<file path="config.mk">
export PLATFORM = sky130hd
export DESIGN_NAME = dmem_store_buffer
export DESIGN_NICKNAME = d
export VERILOG_FILES = /design/src/rtl/dmem_store_buffer.sv
export SDC_FILE = /design/constraint.sdc
export NUM_CORES = 1
export LEC_CHECK = 0
export BUFFER_PORTS_ARGS = -buffer_cell sky130_fd_sc_hd__buf_2
export CAP_MARGIN = 20
export CORE_MARGIN = 2
export CORE_UTILIZATION = 30
export CTS_BUF_LIST = sky130_fd_sc_hd__clkbuf_8 sky130_fd_sc_hd__clkbuf_16
export CTS_CLUSTER_DIAMETER = 60
export DETAILED_ROUTE_END_ITERATION = 8
export PLACE_DENSITY_LB_ADDON = 0.15
export SYNTH_ARGS = -nofsm -noshare
export SYNTH_HDL_FRONTEND = slang
export SYNTH_SLANG_ARGS = --single-unit
</file>
<file path="constraint.sdc">
create_clock -name clk -period 3.4 [get_ports clk]
set_input_delay 0.68 -clock clk [delete_from_list [all_inputs] [get_ports clk]]
set_output_delay 0.68 -clock clk [all_outputs]
set_load 0.005 [all_outputs]
</file>
<file path="src/rtl/dmem_store_buffer.sv">
// Posted-store buffer between the core data port and a req/ack data SRAM; loads hit the FIFO or read the SRAM.
// Optional build macro STBUF_FWD_EN enables store-to-load forwarding; without it, matching loads wait for a full drain.
module dmem_store_buffer #(
    parameter int DATA_W = 32,
    parameter int ADDR_W = 9,
    parameter int DEPTH  = 4
) (
    input  logic                     clk,
    input  logic                     reset,
    input  logic                     core_wr,
    input  logic                     core_rd,
    input  logic [ADDR_W-1:0]        core_addr,
    input  logic [DATA_W-1:0]        core_wdata,
    output logic [DATA_W-1:0]        core_rdata,
    output logic                     core_stall,
    output logic                     mem_req,
    output logic                     mem_we,
    output logic [ADDR_W-1:0]        mem_addr,
    output logic [DATA_W-1:0]        mem_wdata,
    input  logic [DATA_W-1:0]        mem_rdata,
    input  logic                     mem_ack,
    output logic [$clog2(DEPTH):0]   buf_count
);
    localparam int PTR_W = $clog2(DEPTH);
    localparam int CNT_W = PTR_W + 1;

    typedef enum logic [1:0] {IDLE = 2'd0, DRAIN = 2'd1, LOAD = 2'd2, RESP = 2'd3} state_t;

    state_t              state_q, state_d;
    logic [PTR_W-1:0]    rd_ptr_q, wr_ptr_q;
    logic [CNT_W-1:0]    count_q, count_d;
    logic                mem_req_q, mem_req_d, mem_we_q, mem_we_d;
    logic [ADDR_W-1:0]   mem_addr_q, mem_addr_d;
    logic [DATA_W-1:0]   mem_wdata_q, mem_wdata_d;
    logic [DATA_W-1:0]   resp_q, resp_d;
    logic                done_q, done_d;
    logic [ADDR_W-1:0]   ent_addr_q [DEPTH];
    logic [DATA_W-1:0]   ent_data_q [DEPTH];

    logic push, pop, load_resp, match, full, rd_active, miss_req;
`ifdef STBUF_FWD_EN
    logic                capture;
    logic [DATA_W-1:0]   fwd_data;
`endif

    assign full      = (count_q == CNT_W'(DEPTH));
    // done_q marks a combined load+store whose load half has already been served.
    assign rd_active = core_rd && !done_q;
    assign miss_req  = rd_active && !match;

    // Scan oldest to youngest so the last match wins.
    always_comb begin
        logic [PTR_W-1:0] idx;
        match = 1'b0;
`ifdef STBUF_FWD_EN
        fwd_data = '0;
`endif
        for (int i = 0; i < DEPTH; i++) begin
            idx = rd_ptr_q + PTR_W'(i);
            if (CNT_W'(i) < count_q && ent_addr_q[idx] == core_addr) begin
                match = 1'b1;
`ifdef STBUF_FWD_EN
                fwd_data = ent_data_q[idx];
`endif
            end
        end
    end

    // NOTE: every signal gets a default before the branches so no latch is inferred.
    always_comb begin
        core_stall = 1'b0;
        core_rdata = '0;
        push       = 1'b0;
        done_d     = done_q;
`ifdef STBUF_FWD_EN
        capture    = 1'b0;
`endif
        if (rd_active) begin
            if (state_q == RESP) begin
                core_rdata = resp_q;
                if (core_wr) begin
                    core_stall = 1'b1;
                    done_d     = 1'b1;
                end
            end
`ifdef STBUF_FWD_EN
            else if (match) begin
                core_rdata = fwd_data;
                if (core_wr) begin
                    core_stall = 1'b1;
                    done_d     = 1'b1;
                    capture    = 1'b1;
                end
            end
`endif
            else begin
                core_stall = 1'b1;
            end
        end else if (core_wr) begin
            if (done_q) core_rdata = resp_q;
            if (full) begin
                core_stall = 1'b1;
            end else begin
                push   = 1'b1;
                done_d = 1'b0;
            end
        end else begin
            done_d = 1'b0;
        end
    end

    always_comb begin
        state_d     = state_q;
        mem_req_d   = mem_req_q;
        mem_we_d    = mem_we_q;
        mem_addr_d  = mem_addr_q;
        mem_wdata_d = mem_wdata_q;
        pop         = 1'b0;
        load_resp   = 1'b0;
        case (state_q)
            IDLE: begin
                if (miss_req) begin
                    state_d    = LOAD;
                    mem_req_d  = 1'b1;
                    mem_we_d   = 1'b0;
                    mem_addr_d = core_addr;
                end else if (count_q != '0) begin
                    state_d     = DRAIN;
                    mem_req_d   = 1'b1;
                    mem_we_d    = 1'b1;
                    mem_addr_d  = ent_addr_q[rd_ptr_q];
                    mem_wdata_d = ent_data_q[rd_ptr_q];
                end
            end
            DRAIN: if (mem_ack) begin
                pop       = 1'b1;
                mem_req_d = 1'b0;
                state_d   = IDLE;
            end
            LOAD: if (mem_ack) begin
                load_resp = 1'b1;
                mem_req_d = 1'b0;
                state_d   = RESP;
            end
            RESP:    state_d = IDLE;
            default: begin
                state_d   = IDLE;
                mem_req_d = 1'b0;
            end
        endcase
    end

    always_comb begin
        resp_d = resp_q;
        if (load_resp) resp_d = mem_rdata;
`ifdef STBUF_FWD_EN
        else if (capture) resp_d = fwd_data;
`endif
    end

    assign count_d = count_q + CNT_W'(push) - CNT_W'(pop);

    // NOTE: sequential state uses non-blocking assignments so all registers update together at the edge.
    always_ff @(posedge clk or negedge reset) begin
        if (!reset) begin
            state_q     <= IDLE;
            rd_ptr_q    <= '0;
            wr_ptr_q    <= '0;
            count_q     <= '0;
            mem_req_q   <= 1'b0;
            mem_we_q    <= 1'b0;
            mem_addr_q  <= '0;
            mem_wdata_q <= '0;
            resp_q      <= '0;
            done_q      <= 1'b0;
        end else begin
            state_q     <= state_d;
            count_q     <= count_d;
            mem_req_q   <= mem_req_d;
            mem_we_q    <= mem_we_d;
            mem_addr_q  <= mem_addr_d;
            mem_wdata_q <= mem_wdata_d;
            resp_q      <= resp_d;
            done_q      <= done_d;
            if (push) wr_ptr_q <= wr_ptr_q + PTR_W'(1);
            if (pop)  rd_ptr_q <= rd_ptr_q + PTR_W'(1);
        end
    end

    // NOTE: entry storage has no reset; validity comes solely from the pointers and count.
    always_ff @(posedge clk) begin
        if (push) begin
            ent_addr_q[wr_ptr_q] <= core_addr;
            ent_data_q[wr_ptr_q] <= core_wdata;
        end
    end

    assign mem_req   = mem_req_q;
    assign mem_we    = mem_we_q;
    assign mem_addr  = mem_addr_q;
    assign mem_wdata = mem_wdata_q;
    assign buf_count = count_q;
endmodule

</file>
==> metrics.md <==
| Metric | Value |
|---|---|
| Die area | `38500 um2` |
| Routed Antenna Nets | `0` |
| Nets | `927` |
| Pre-antenna DRT Iters | `4` |
| Worst Clk Skew | `0.0125 ns` |
| Final GP Congestion | `0.749` |
| Vias per cell | `4.55` |
| Max Fanout on Critical Path | `16` |
| Leak | `5.41 nW` |
| Clock Latency Late Sink | `0.56 ns` |
| Clock Sinks | `249` |
| WL final | `25400 um` |
| Slew at the pin closest to its max-slew limit | `0.874 ns` |
| FFs w/ async S/R, synth | `34.1%` |
| Initial core utilization | `30.4%` |
| Core area | `36500 um2` |
| Die X | `196 um` |
| Synth area leader | `edfxtp_1` |
| Reg clk slew, reported paths | `0.06 ns` |
| Synth area leaders | `edfxtp_1, dfrtp_1, mux4_2` |
| Initial drt markers | `220` |
| Critical path launch point type | `flip-flop` |
| Ys Warns | `0` |
| Placed Area | `12500 um2` |
| Cts bufs inserted | `29` |
| Max Cap Viol | `0` |
| Placed cell count | `1271` |
| Critical path class | `flip-flop to flip-flop` |
| Setup_tns | `0 ns` |
| Relative slew slack | `41.0%` |
| Outcome | `finished, final reports clean` |
| Die Y | `196 um` |
| Setup bufs post-CTS | `0` |
| EDFF count, synth | `164` |
| P&R area growth vs syn | `20.9%` |
| Total track usage | `13.3%` |
| Crit. End Element | `flip-flop` |
| Tot Pwr | `11.3 mW` |
| Root buffer cell | `clkbuf_16` |
| Sequential element share of the synthesized area | `63.6%` |
| Post-synth top area share | `44.4%` |
| Net count after synthesis | `742` |
| Vias in the first global route | `6547` |
| Vias | `6043` |
| Yosys cell types | `59` |
| Req. time, crit path | `3.84 ns` |
| Hpwl dp | `16800 um` |
| H-tree depth | `1` |
| Finish-stage setup viols | `0` |
| Gr ovfl total | `0` |
| PwrDens | `845 nW/um2` |
| Fin. max-slew vios | `0` |
| Hold Vio Cnt, Final | `0` |
| Port bufs | `156` |
| Maximum clock frequency | `318 MHz` |
| Final period util | `92.6%` |
| Most frequent cells in the layout | `edfxtp_1, buf_2, dfrtp_1` |
| R2r startpoint | `rd_ptr_q[1]` |
| # hold bufs at CTS | `0` |
| Most common cell after layout, fill and taps aside | `edfxtp_1` |
| Worst vdd ir | `0.000398 V` |
| Routed wire length per instance | `19.1 um` |
| Most used flip-flop cell after synthesis | `edfxtp_1` |
| Post-CTS sizing | `0` |
| Cell Area, Synth | `11100 um2` |
| DRC Markers | `0` |
| Post-synthesis cell count | `650` |
| Share of post-route cells with drive strength above 1 | `41.5%` |
| Worst-case clock buffer depth | `3` |
| #FFs+latches synth | `249` |
| CP startpoint | `rd_ptr_q[1]` |
| # IOs | `157` |
| Final cell count without fillers | `1328` |
| RSZ-0062 raised after global routing | `false` |
| Pin count of the biggest net entering global routing | `34` |
| Synthesized area per cell | `17.1 um2` |
| Hold Crit Class | `input port to async pin` |
| # rows | `70` |
| Final hold slack | `0.0804 ns` |
| First-pass GRT wire length | `39200 um` |
| Min cycle time layout | `3.15 ns` |
| Design area | `13400 um2` |
| Initial antenna violation count | `1` |
| Worst Path Arrival | `3.58 ns` |
| Filler instances | `3450` |
| CTS tree | `built` |
==> metal layers <==
layer	wire length, um	GRT usage (%)	vias up
met3	1460	3.37	32
met2	11400	21.0	153
met1	12000	18.2	3021
met5	0	0	-
li1	-	-	2837
met4	543	3.31	0
==> state kept, by name, indices dropped and copies added (netlist names), 2 cells and up <==
signal      flops
buf_count       3
ent_addr_q     36
ent_data_q    128
mem_addr        9
mem_wdata      32
rd_ptr_q        2
resp_q         32
state_q         2
wr_ptr_q        2
==> logic make-up (layout without fill, tap and decap cells) <==
logic type | Yosys count | in the layout | share of synthesized area, %
DFF | 249 | 249 | 63.6
muxes | 160 | 160 | 20.7
and+or+nand+nor | 84 | 84 | 4.58
buffers and inverters | 54 | 262 | 2.80
AOI/OAI and AO/OA | 47 | 47 | 3.31
xor gates and xnor gates | 42 | 42 | 3.32
adders and majority gates | 14 | 14 | 1.65
other | 0 | 2 | 0
==> report_power, final <==
group | internal [mW] | leakage [nW] | total [mW] | switching [mW]
sequential | 4.01 | 2.49 | 4.45 | 0.442
combinational | 2.12 | 2.43 | 3.98 | 1.87
clock | 1.70 | 0.489 | 2.88 | 1.19
==> worst max-delay path, stage by stage (launching register included) <==
cell,delay (ns)
dfrtp_4,0.59
buf_4,0.22
mux2i_1,0.35
xnor2_1,0.24
o2111ai_1,0.18
nor3_1,0.41
nor4_4,0.10
nand3b_4,0.33
buf_12,0.28
mux2_4,0.30
==> cell type report <==
| cell class | instances | area, um2 | area share (%) |
|---|---|---|---|
| Antenna cell | 2 | 5.00 | 0.0373 |
| Clock buffer | 33 | 781 | 5.83 |
| Inverter | 19 | 71.3 | 0.532 |
| Timing Repair Buffer | 189 | 1050 | 7.84 |
| Tap cell | 468 | 586 | 4.37 |
| Clock inverter | 21 | 120 | 0.896 |
| Multi-Input combinational cell | 347 | 3730 | 27.8 |
| Sequential cell | 249 | 7060 | 52.7 |
==> through the flow <==
| stage | utilization [%] | setup WS [ns] |
|---|---|---|
| floorplan | - | 0.646 |
| finish | 36.7 | 0.251 |
| detailed placement | 34.2 | 0.123 |
| CTS | 36.6 | 0.112 |
| global route | 36.7 | 0.0286 |
| global placement | 34.2 | 0.152 |
==> Yosys cell counts, drive strengths merged, types with 2 or more instances <==
| cell type | instances |
|---|---|
| edfxtp | 164 |
| dfrtp | 85 |
| mux2 | 75 |
| mux2i | 48 |
| mux4 | 37 |
| and2 | 35 |
| xnor2 | 33 |
| buf | 19 |
| inv | 18 |
| nand2 | 17 |
| clkbuf | 16 |
| ha | 13 |
| a2bb2oi | 9 |
| xor2 | 9 |
| a21oi | 8 |
| nor2 | 8 |
| o21ai | 5 |
| o2bb2ai | 5 |
| and3 | 4 |
| nand4 | 4 |
| nor3 | 4 |
| a31oi | 3 |
| a22o | 2 |
| nand3 | 2 |
| nor2b | 2 |
| nor4 | 2 |
| o22ai | 2 |
| o41ai | 2 |
==> path summary, 6_finish.rpt <==
check	cells past startpoint	endpoint	slack (ns)
hold reg to reg	1	resp_q[6]	0.49
setup reg to reg	9	mem_wdata[11]	0.25
hold / removal	1	mem_addr[5]	0.08
max in group asynchronous	2	resp_q[3]	2.67
setup / recovery	9	mem_wdata[11]	0.25
min in group clk	1	ent_data_q[3][10]	0.34
No activity file was read; power rests on OpenSTA's default activity.
